$ cat config.mk
export PLATFORM = sky130hd
export DESIGN_NAME = alu_writeback_buffer
export DESIGN_NICKNAME = d
export VERILOG_FILES = /design/src/rtl/alu_writeback_buffer_pkg.sv /design/src/rtl/alu_wb_fifo2.sv /design/src/rtl/alu_writeback_buffer.sv
export SDC_FILE = /design/constraint.sdc
export NUM_CORES = 1
export LEC_CHECK = 0
export CAP_MARGIN = 10
export CORE_ASPECT_RATIO = 1.1
export CORE_MARGIN = 1
export CORE_UTILIZATION = 35
export CTS_BUF_LIST = sky130_fd_sc_hd__clkbuf_8
export CTS_CLUSTER_DIAMETER = 30
export DETAILED_ROUTE_END_ITERATION = 12
export GPL_ROUTABILITY_DRIVEN = 1
export GPL_TIMING_DRIVEN = 1
export HOLD_SLACK_MARGIN = 0.12
export MAX_ROUTING_LAYER = met4
export PLACE_DENSITY = 0.67
export SLEW_MARGIN = 10
export SYNTH_ARGS = -nofsm -noshare
export SYNTH_HDL_FRONTEND = slang
export SYNTH_HIERARCHICAL = 1
export SYNTH_SLANG_ARGS = --single-unit
$ cat constraint.sdc
create_clock -name clk -period 7.7 [get_ports clk]
set_input_delay 1.54 -clock clk [delete_from_list [all_inputs] [get_ports clk]]
set_output_delay 1.54 -clock clk [all_outputs]
set_load 0.05 [all_outputs]
$ cat src/rtl/alu_writeback_buffer_pkg.sv
// Shared definitions for the ALU writeback buffer: flag bit positions,
// default field widths, the packet layout and the occupancy-state encodings.
package alu_writeback_buffer_pkg;

   localparam int PKG_DATA_W    = 32;
   localparam int PKG_FLAGS_W   = 6;
   localparam int PKG_PRF_TAG_W = 7;
   localparam int PKG_AL_ID_W   = 7;

   localparam int FLAG_EXECUTED   = 2;
   localparam int FLAG_EXCEPTION  = 1;
   localparam int FLAG_MISPREDICT = 0;

   typedef struct packed {
      logic [PKG_DATA_W-1:0]    result;
      logic [PKG_FLAGS_W-1:0]   flags;
      logic [PKG_PRF_TAG_W-1:0] dest_tag;
      logic                     has_dest;
      logic [PKG_AL_ID_W-1:0]   al_id;
   } wb_packet_t;

   // The encoding doubles as the 2-bit occupancy count.
   typedef enum logic [1:0] {
      OCC_EMPTY = 2'd0,
      OCC_ONE   = 2'd1,
      OCC_FULL  = 2'd2
   } occ_state_t;

endpackage

$ cat src/rtl/alu_wb_fifo2.sv
// Generic 2-entry packet FIFO with flush; the ready output is registered so it
// never depends combinationally on the pop side.
module alu_wb_fifo2
   import alu_writeback_buffer_pkg::*;
#(
   parameter int W = 8
)(
   input  logic         clk,
   input  logic         i_rst,
   input  logic         i_flush,
   input  logic         i_push_valid,
   output logic         o_push_ready,
   input  logic [W-1:0] i_push_data,
   output logic         o_pop_valid,
   input  logic         i_pop_ready,
   output logic [W-1:0] o_pop_data
);

   occ_state_t r_state, w_state_next;
   logic       r_head, r_tail, w_head_next, w_tail_next;
   logic       r_ready, w_ready_next;
   logic       w_push, w_pop;
   logic [W-1:0] r_mem [2];

   assign w_push = i_push_valid & r_ready;
   assign w_pop  = (r_state != OCC_EMPTY) & i_pop_ready;

   always_ff @(posedge clk or posedge i_rst) begin
      if (i_rst) begin
         r_state <= OCC_EMPTY;
         r_head  <= 1'b0;
         r_tail  <= 1'b0;
         r_ready <= 1'b1;
      end else begin
         r_state <= w_state_next;
         r_head  <= w_head_next;
         r_tail  <= w_tail_next;
         r_ready <= w_ready_next;
      end
   end

   always_comb begin
      w_state_next = r_state;
      w_head_next  = r_head ^ w_pop;
      w_tail_next  = r_tail ^ w_push;
      case (r_state)
         OCC_EMPTY: if (w_push) w_state_next = OCC_ONE;
         OCC_ONE: begin
            if (w_push && !w_pop)      w_state_next = OCC_FULL;
            else if (!w_push && w_pop) w_state_next = OCC_EMPTY;
         end
         OCC_FULL:  if (w_pop) w_state_next = OCC_ONE;
         default:   w_state_next = OCC_EMPTY;
      endcase
      // Flush wins over any push or pop in the same cycle.
      if (i_flush) begin
         w_state_next = OCC_EMPTY;
         w_head_next  = 1'b0;
         w_tail_next  = 1'b0;
      end
      w_ready_next = (w_state_next != OCC_FULL);
   end

   always_ff @(posedge clk or posedge i_rst) begin
      if (i_rst) begin
         for (int i = 0; i < 2; i++) r_mem[i] <= '0;
      end else if (w_push && !i_flush) begin
         r_mem[r_tail] <= i_push_data;
      end
   end

   assign o_push_ready = r_ready;
   assign o_pop_valid  = (r_state != OCC_EMPTY);
   assign o_pop_data   = r_mem[r_head];

endmodule

$ cat src/rtl/alu_writeback_buffer.sv
// ALU result receiver: buffers two packets and drives writeback, bypass and
// active-list control. Define ALU_WB_PERF_CNT_EN to add saturating perf counters.
module alu_writeback_buffer
   import alu_writeback_buffer_pkg::*;
#(
   parameter int DATA_W    = PKG_DATA_W,
   parameter int FLAGS_W   = PKG_FLAGS_W,
   parameter int PRF_TAG_W = PKG_PRF_TAG_W,
   parameter int AL_ID_W   = PKG_AL_ID_W
)(
   input  logic                 clk,
   input  logic                 reset,
   input  logic                 flush_i,
   input  logic                 in_valid_i,
   output logic                 in_ready_o,
   input  logic [DATA_W-1:0]    in_result_i,
   input  logic [FLAGS_W-1:0]   in_flags_i,
   input  logic [PRF_TAG_W-1:0] in_dest_tag_i,
   input  logic                 in_has_dest_i,
   input  logic [AL_ID_W-1:0]   in_al_id_i,
   output logic                 wb_valid_o,
   input  logic                 wb_ready_i,
   output logic [DATA_W-1:0]    wb_data_o,
   output logic [PRF_TAG_W-1:0] wb_tag_o,
   output logic                 wb_we_o,
   output logic                 bypass_valid_o,
   output logic [AL_ID_W-1:0]   ctrl_al_id_o,
   output logic [FLAGS_W-1:0]   ctrl_flags_o
`ifdef ALU_WB_PERF_CNT_EN
   ,
   output logic [31:0]          perf_wb_cnt_o,
   output logic [31:0]          perf_exc_cnt_o,
   output logic [31:0]          perf_stall_cnt_o
`endif
);

   localparam int PKT_W = DATA_W + FLAGS_W + PRF_TAG_W + 1 + AL_ID_W;

   logic [PKT_W-1:0]     w_in_pkt, w_head_pkt;
   logic [DATA_W-1:0]    w_result;
   logic [FLAGS_W-1:0]   w_flags;
   logic [PRF_TAG_W-1:0] w_tag;
   logic                 w_has_dest;
   logic [AL_ID_W-1:0]   w_al_id;

   assign w_in_pkt = {in_result_i, in_flags_i, in_dest_tag_i, in_has_dest_i, in_al_id_i};

   alu_wb_fifo2 #(
      .W (PKT_W)
   ) u_fifo (
      .clk          (clk),
      .i_rst        (reset),
      .i_flush      (flush_i),
      .i_push_valid (in_valid_i),
      .o_push_ready (in_ready_o),
      .i_push_data  (w_in_pkt),
      .o_pop_valid  (wb_valid_o),
      .i_pop_ready  (wb_ready_i),
      .o_pop_data   (w_head_pkt)
   );

   assign {w_result, w_flags, w_tag, w_has_dest, w_al_id} = w_head_pkt;

   // NOPs and faulting instructions still report to control but never write.
   assign wb_we_o        = w_has_dest & w_flags[FLAG_EXECUTED] & ~w_flags[FLAG_EXCEPTION];
   assign bypass_valid_o = wb_valid_o & wb_we_o;
   assign wb_data_o      = w_result;
   assign wb_tag_o       = w_tag;
   assign ctrl_al_id_o   = w_al_id;
   assign ctrl_flags_o   = w_flags;

`ifdef ALU_WB_PERF_CNT_EN
   logic        w_pop;
   logic [2:0]  w_perf_inc;
   logic [31:0] r_perf_cnt [3];

   assign w_pop      = wb_valid_o & wb_ready_i;
   assign w_perf_inc = {in_valid_i & ~in_ready_o,
                        w_pop & w_flags[FLAG_EXCEPTION],
                        w_pop};

   // Counters ignore flush; only reset clears them.
   always_ff @(posedge clk or posedge reset) begin
      if (reset) begin
         for (int i = 0; i < 3; i++) r_perf_cnt[i] <= '0;
      end else begin
         for (int i = 0; i < 3; i++) begin
            if (w_perf_inc[i] && (r_perf_cnt[i] != 32'hFFFF_FFFF))
               r_perf_cnt[i] <= r_perf_cnt[i] + 32'd1;
         end
      end
   end

   assign perf_wb_cnt_o    = r_perf_cnt[0];
   assign perf_exc_cnt_o   = r_perf_cnt[1];
   assign perf_stall_cnt_o = r_perf_cnt[2];
`endif

endmodule

Yosys cells after proc, flatten, opt, wreduce, memory -nomap -nowiden
Index checks and enable logic that the tools add are counted.
Word-level totals
  output and inout port bits: 56
  input port bits: 58
  flip-flop bits (word level): 111
  logic and storage cells: 45
Operators by class
  equality and inequality tests: 3
  magnitude comparators: 3
  bitwise gates (word level): 10
  reduce and logical (&&, ||, !) cells: 9
  mux-type cells: 14
Operators by type and width (number)
  2-to-1 mux 53 bit: 4
  bitwise mux 106 bit: 1
  demux 53 bit (select 1 bit): 1
  2-to-1 mux 2 bit: 5
  one-hot mux 2 bit (3 select lines): 1
  AND 1 bit: 5
  >= comparator 2 bit, second input constant: 2
  logical AND 1 bit: 4
  inverter 1 -> 2 bit: 2
  zero test 1 bit: 3
  == test 2 x 1 -> 1 bit, second input constant: 1
  == test 2 bit, second input constant: 1
  zero test 2 bit: 1
  less-than comparator 2 x 1 -> 1 bit, second input constant: 1
  2-to-1 mux 1 bit: 2
  inequality test 2 bit, second input constant: 1
  nonzero test 2 bit: 1
  bitwise XOR 1 bit: 2
  inverter 1 bit: 1

Logic depth before layout (Yosys ltp)
Gate-level depths: netlist of run 1.
  depth in word-level cells: 8
  mapped depth: 4
  gate-level depth less buffers: 3

Hierarchy
The synthesis of run 1 kept the hierarchy.
Modules (own cells, without submodules)
  alu_wb_fifo2: sequential area each 2778.9 um2, instances 1, cells each 304, area an instance 4804.6 um2
  alu_writeback_buffer: sequential area each 0.0 um2, instances 1, cells each 2, area an instance 20.0 um2

Least setup slack after synthesis of run 1
No wires, ideal clock.
  path type: register to output
  start: register u_fifo.r_head
  end: output port bypass_valid_o
  slack: 4263 ps
  path buffers: 2
  stages on the path, launching flop included: 5
  arrival: 1897 ps
  cell sequence: dfrtp_1 clkbuf_1 buf_2 mux2_2 and4b_1
On the way
  cells in the longest elaborated chain, start to end: 7
  elaborated cells between the ends (all ways): 8
  those cells by class: mux (3); bitwise (5)
RTL lines
  start, declared: line alu_wb_fifo2.sv:20  | logic r_head, r_tail, w_head_next, w_tail_next;
  start signal, assigned: line alu_wb_fifo2.sv:36  | r_head <= w_head_next;
  inverter 1 -> 2 bit (implied by the code): line alu_wb_fifo2.sv:74  | assign o_pop_data = r_mem[r_head];
  2-to-1 mux 53 bit (implied by the code) (3 in a row): line alu_wb_fifo2.sv:74
  net ctrl_flags_o[1]: line alu_writeback_buffer.sv:28  | output logic [FLAGS_W-1:0] ctrl_flags_o
  inverter 1 bit: line alu_writeback_buffer.sv:65  | assign wb_we_o = w_has_dest & w_flags[FLAG_EXECUTED] & ~w_flags[FLAG_EXCEPTION];
  AND 1 bit: line alu_writeback_buffer.sv:65
  AND 1 bit: line alu_writeback_buffer.sv:66  | assign bypass_valid_o = wb_valid_o & wb_we_o;
  end, declared: line alu_writeback_buffer.sv:26  | output logic bypass_valid_o,
The timed path passes the listed nets, and every way through them passes these cells. The select of a mux whose other input is x is not followed.

Worst setup path in the final report of run 1
  start: register u_fifo.r_head
  end: output port wb_we_o
On the way
  cells in the longest elaborated chain, start to end: 6
  elaborated cells between the ends (all ways): 7
  those cells by class: mux (3); bitwise (4)
RTL lines
  inverter 1 -> 2 bit (implied by the code): line alu_wb_fifo2.sv:74
  2-to-1 mux 53 bit (implied by the code) (3 in a row): line alu_wb_fifo2.sv:74
  net w_head_pkt[7]: line alu_writeback_buffer.sv:39  | logic [PKT_W-1:0] w_in_pkt, w_head_pkt;
  AND 1 bit (2 in a row): line alu_writeback_buffer.sv:65
  end, declared: line alu_writeback_buffer.sv:25  | output logic wb_we_o,
The timed path passes the listed nets, and every way through them passes these cells. The select of a mux whose other input is x is not followed.

==> impl_metrics.env, run 1 <==
export IMPL_syn_inst=306
export IMPL_holdWs_ns=0.504
export IMPL_synth_edff_count=0
export IMPL_cts_tree="built"
export IMPL_cellLeakagePower_nw=2.61
export IMPL_postCtsSetupBuffers=0
export IMPL_cts_sinks=111
export IMPL_fin_cells=607
export IMPL_clkTransAtPathRegs_ns=0.11
export IMPL_layout_min_cycle_time_ns=4.45
export IMPL_worst_pin_slew_ns=1.08
export IMPL_syn_avg_cell_area_um2=15.8
export IMPL_hold_class="reg2reg"
export IMPL_finalNetCount=476
export IMPL_required_ns=6.16
export IMPL_critPathSlowestCell="clkdlybuf4s50_1"
export IMPL_timing_fmax_mhz=225
export IMPL_drive_gt1_share_pct=43.0
export IMPL_grt_ovfl_total=0
export IMPL_cts_buffers_inserted=9
export IMPL_routed_wl_mm=9.57
export IMPL_dp_hpwl_mm=6.31
export IMPL_diodes=0
export IMPL_p_sw_share_pct=35.2
export IMPL_power_share_clock_pct=19.6
export IMPL_netlist_area_mm2=0.00482
export IMPL_coreArea_mm2=0.0133
export IMPL_cap_violations=0
export IMPL_drt_first_pass_iters=4
export IMPL_final_common_cell="mux2_2"
export IMPL_grt_max_degree=58
export IMPL_vias=2855
export IMPL_slew_viol_final=0
export IMPL_maxSlewHeadroom_pct=28.1
export IMPL_finalHoldViolCount=0
export IMPL_synth_cell_types=23
export IMPL_die_area_mm2=0.0143
export IMPL_clockBufferDepth=2
export IMPL_crit_path_end_kind="output pin"
export IMPL_nFillCells=1250
export IMPL_fin_skew_ns=0.00721
export IMPL_p_per_area_mw_per_mm2=308
export IMPL_final_setup_tns_ns=0
export IMPL_postCtsHoldBufs=0
export IMPL_antenna_found_initial=0
export IMPL_p_switching_mw=0.687
export IMPL_yosysSeqAreaShare_pct=57.6
export IMPL_worstSetupPathType="reg2out"
export IMPL_root_buffer="clkbuf_8"
export IMPL_start_util_pct=36.2
export IMPL_critPathMaxFanout=38
export IMPL_area_growth_pct=31.5
export IMPL_gp_congestion=0.723
export IMPL_post_cts_resized=0
export IMPL_die_y_um=125
export IMPL_setup_viol=0
export IMPL_ir_worst_vdd_mv=0.164
export IMPL_ys_ff_latch=111
export IMPL_ctsHtreeMaxLevel=3
export IMPL_portBuffers=113
export IMPL_yosys_warnings=6
export IMPL_internal_power_mw=1.27
export IMPL_path_cells="buf_4 > mux2_2 > and3b_2 > clkdlybuf4s50_1"
export IMPL_rsz0062_at_grt="false"
export IMPL_die_x_um=114
export IMPL_antenna_left=0
export IMPL_slowest_delay_ns=0.70
export IMPL_seqPwrFrac_pct=41.7
export IMPL_synth_ff_type="dfrtp_1"
export IMPL_placed_cells=591
export IMPL_synthArstFlopShare_pct=100
export IMPL_startpoint_type="flip-flop"
export IMPL_synthesis_nets=364
export IMPL_power_frac_comb_pct=38.7
export IMPL_clk_latency_ns=0.38
export IMPL_status="complete, no violations"
export IMPL_grtUsageTotal_pct=14.7
export IMPL_ios=114
export IMPL_finalCritPeriodShare_pct=57.8
export IMPL_grt_pass1_wl_mm=15.8
export IMPL_rows=44
export IMPL_vias_per_cell=4.70
export IMPL_route_detailed_drc=0
export IMPL_layout_common_cells="mux2_2, clkdlybuf4s50_1, dfrtp_1, clkbuf_8"
export IMPL_drt_iter0_markers=80
export IMPL_wire_per_inst_um=15.8
export IMPL_grt_pass1_vias=3106
export IMPL_fin_util_pct=47.6
export IMPL_arrival_ns=2.91
## routing by layer
| layer | track usage, % | share of wire [%] | vias to the layer above |
|---|---|---|---|
| met4 | 6.19 | 1.4 | 0 |
| met2 | 22.5 | 49 | 68 |
| li1 | - | - | 1320 |
| met5 | - | 0 | - |
| met1 | 18.4 | 45 | 1455 |
| met3 | 3.68 | 4.6 | 12 |
## power by group through the flow
stage / clock (mW) / combinational, mW / sequential [mW]
finish: 0.383 / 0.755 / 0.815
CTS: 0.400 / 0.765 / 0.815
global placement: 0 / 0.753 / 0.815
detailed placement: 0 / 0.762 / 0.828
global route: 0.421 / 0.794 / 0.838
floorplan: 0 / 0.563 / 0.800
## state kept, by name (all words and copies together), names as in the netlist
register and count:
u_fifo/r_state 2, u_fifo/o_push_ready 1, u_fifo/r_mem 106, u_fifo/r_tail 1, u_fifo/r_head 1
## logic make-up after synthesis
group           after synthesis  synth area share, %
xor+xnor                      3                0.545
buf+inv                      18                 2.28
flops                       111                 57.6
mux                         159                 37.1
compound gates                3                0.467
simple gates                 12                 2.00
## critical path: cells and delay by family (launching register included)
kind | cells | cell delay [ns]
buffers and inverters | 2 | 1.26
AND/OR/NAND/NOR | 1 | 0.19
flip-flops | 1 | 0.64
multiplexers | 1 | 0.43
## cells in the mapped netlist (2+ instances only)
library cell	number	area (µm²)
buf_4	2	15.0
nor2_1	2	7.51
xor2_1	2	17.5
mux2_2	155	1750
dfrtp_1	110	2750
mux2_1	4	45.0
nand2b_1	3	18.8
buf_2	10	50.1
buf_6	3	33.8
inv_1	2	7.51
## cell type report
class                           instances  area [µm²]  area share [%]
Timing Repair Buffer                  117        1160            18.3
Clock buffer                            9         124            1.95
Inverter                                2        10.0           0.158
Tap cell                              184         230            3.63
Multi-Input combinational cell        177        1940            30.6
Clock inverter                          7        96.3            1.52
Sequential cell                       111        2780            43.8
## through the flow
step | power (mW) | worst slack, ns | cell area (µm²)
after floorplan | 1.36 | 3.23 | 4820
after global placement | 1.57 | 3.65 | 6130
after detailed placement | 1.59 | 3.64 | 6130
after CTS | 1.98 | 3.20 | 6350
after global routing | 2.05 | 3.09 | 6350
final | 1.95 | 3.25 | 6350
## worst paths after layout
| path | start | depth (start not counted) | endpoint | slack [ns] |
|---|---|---|---|---|
| max in group asynchronous | reset | 3 | u_fifo/r_head | 4.87 |
| worst max-delay path | u_fifo/r_head | 4 | wb_we_o | 3.25 |
| worst min-delay path | u_fifo/r_mem[96] | 1 | u_fifo/r_mem[96] | 0.50 |
| worst max register to register | u_fifo/o_push_ready | 2 | u_fifo/r_mem[30] | 5.54 |
| worst min register to register | u_fifo/r_mem[96] | 1 | u_fifo/r_mem[96] | 0.50 |
| min in group asynchronous | reset | 2 | u_fifo/r_mem[104] | 1.61 |
Power figures use the tool's default switching activity.
==> run 2: changes to the inputs <==
--- a/config.mk
+++ b/config.mk
@@ -16,7 +16,7 @@
 export GPL_TIMING_DRIVEN = 1
 export HOLD_SLACK_MARGIN = 0.12
 export MAX_ROUTING_LAYER = met4
-export PLACE_DENSITY = 0.67
+export PLACE_DENSITY = 0.69
 export SLEW_MARGIN = 10
 export SYNTH_ARGS = -nofsm -noshare
 export SYNTH_HDL_FRONTEND = slang
==> constraint.sdc (replaced) <==
create_clock -name clk -period 3.71 [get_ports clk]
set_input_delay 0.742 -clock clk [delete_from_list [all_inputs] [get_ports clk]]
set_output_delay 0.742 -clock clk [all_outputs]
set_load 0.05 [all_outputs]
==> impl_metrics.env, run 2 (same netlist as run 1, synthesis figures left out) <==
export IMPL_status="complete, no violations"
export IMPL_cap_violations=0
export IMPL_post_cts_resized=0
export IMPL_die_x_um=114
export IMPL_start_util_pct=36.2
export IMPL_ios=114
export IMPL_gp_congestion=0.684
export IMPL_dp_hpwl_mm=6.23
export IMPL_postCtsHoldBufs=0
export IMPL_final_common_cell="mux2_2"
export IMPL_route_detailed_drc=0
export IMPL_diodes=0
export IMPL_area_growth_pct=32.2
export IMPL_critPathMaxFanout=26
export IMPL_worst_r2r_path_depth=3
export IMPL_worstSetupPathType="reg2out"
export IMPL_coreArea_mm2=0.0133
export IMPL_grt_ovfl_total=0
export IMPL_rsz0062_at_grt="false"
export IMPL_grt_pass1_wl_mm=15.6
export IMPL_antenna_left=0
export IMPL_vias=2836
export IMPL_critPathBufInv=2
export IMPL_critPathSlowestCell="clkdlybuf4s50_1"
export IMPL_die_area_mm2=0.0143
export IMPL_layout_common_cells="mux2_2, clkdlybuf4s50_1, dfrtp_1, clkbuf_8, mux2_1"
export IMPL_path_cells="buf_4 > mux2_2 > clkdlybuf4s50_1"
export IMPL_root_buffer="clkbuf_8"
export IMPL_crit_path_start="u_fifo/r_head"
export IMPL_grt_pass1_vias=3178
export IMPL_grtUsageTotal_pct=14.5
export IMPL_p_per_area_mw_per_mm2=628
export IMPL_final_setup_tns_ns=0
export IMPL_finalNetCount=477
export IMPL_top_register="u_fifo/r_mem"
export IMPL_clkTransAtPathRegs_ns=0.11
export IMPL_fin_skew_ns=0.00868
export IMPL_portBuffers=113
export IMPL_clockBufferDepth=2
export IMPL_final_cell_area_mm2=0.00638
export IMPL_setup_viol=0
export IMPL_postCtsSetupBuffers=0
export IMPL_ir_worst_vdd_mv=0.248
export IMPL_layout_min_cycle_time_ns=3.22
export IMPL_reg_largest_list="u_fifo/r_mem (106), u_fifo/r_state (2)"
export IMPL_drive_gt1_share_pct=43.2
export IMPL_cts_tree="built"
export IMPL_rr_endpoint="u_fifo/r_mem[45]"
export IMPL_vias_per_cell=4.66
export IMPL_finalCritPeriodShare_pct=86.7
export IMPL_r2r_start="u_fifo/o_push_ready"
export IMPL_reg2reg_slack_ns=1.89
export IMPL_rows=44
export IMPL_setup_slack_ns=0.493
export IMPL_hold_class="reg2reg"
export IMPL_timing_fmax_mhz=311
export IMPL_crit_path_end_kind="output pin"
export IMPL_ctsHtreeMaxLevel=3
export IMPL_wire_per_inst_um=15.4
export IMPL_slowest_delay_ns=0.70
export IMPL_cts_buffers_inserted=9
export IMPL_required_ns=2.97
export IMPL_whs_path_depth=1
export IMPL_largest_reg_flops=106
export IMPL_die_y_um=125
export IMPL_cts_sinks=111
export IMPL_finalHoldViolCount=0
export IMPL_routed_wl_mm=9.38
export IMPL_clk_latency_ns=0.38
export IMPL_place_ws_ns=0.848
export IMPL_placed_cell_area_mm2=0.00617
export IMPL_grt_max_degree=68
export IMPL_cellLeakagePower_nw=2.62
export IMPL_critPathCapture="ctrl_al_id_o[5]"
export IMPL_cp_top_family="buffers and inverters"
export IMPL_drt_first_pass_iters=4
export IMPL_worst_pin_slew_ns=0.829
export IMPL_arrival_ns=2.47
export IMPL_startpoint_type="flip-flop"
export IMPL_drt_iter0_markers=63
export IMPL_antenna_found_initial=0
export IMPL_maxSlewHeadroom_pct=44.7
export IMPL_cp_depth=3
export IMPL_slew_viol_final=0
## run 2: cell types whose count changed in the layout (fill, tap and decap cells not counted)
cell        change
buf_4           -2
clkbuf_8        +1
bufinv_16       -1
clkinvlp_4      +1
clkinv_2        -1
buf_12          +3
## run 2: report_power, final
part	switching [mW]	total, mW	internal, mW	leakage (nW)
clock	0.411	0.746	0.334	0.103
combinational	0.856	1.57	0.712	1.20
sequential	0.157	1.69	1.54	1.32
total	1.42	4.01	2.58	2.62
## run 2: how the worst min path moves through the flow
stage,slack (ns),startpoint,endpoint
6_report,0.50,u_fifo/r_mem[95],u_fifo/r_mem[95]
3_5_place_dp,0.47,u_fifo/r_mem[94],u_fifo/r_mem[94]
4_1_cts,0.50,u_fifo/r_mem[93],u_fifo/r_mem[93]
3_3_place_gp,0.47,u_fifo/r_mem[93],u_fifo/r_mem[93]
5_1_grt,0.51,u_fifo/r_mem[95],u_fifo/r_mem[95]
2_1_floorplan,0.45,u_fifo/r_mem[93],u_fifo/r_mem[93]
## run 2: per-stage QoR
| step | hold WS [ns] | power [mW] | cells | util [%] |
|---|---|---|---|---|
| 3_3_place_gp | 0.466 | 3.26 | 592 | 46.3 |
| 2_1_floorplan | 0.454 | 2.83 | 306 | - |
| 5_1_grt | 0.515 | 4.21 | 608 | 47.9 |
| 3_5_place_dp | 0.475 | 3.30 | 592 | 46.3 |
| 4_1_cts | 0.503 | 4.06 | 608 | 47.9 |
| 6_report | 0.500 | 4.01 | 608 | 47.9 |
## run 2: final cells by class
class	instances	area, µm²
sequential	111	2780
inverter	2	10.0
clock inverter	6	68.8
timing repair buffer	118	1210
multi-input combinational	177	1940
clock buffer	10	138
fill	1234	6950
tap	184	230
## run 2: per-layer routing
metal  GRT usage [%]  up-vias  part of all wire (%)
met4            6.65        0                   1.7
met3            3.20       13                   4.7
met1            17.8     1439                    45
met2            22.9       67                    49
li1                -     1317                     -
met5               -        -                     0
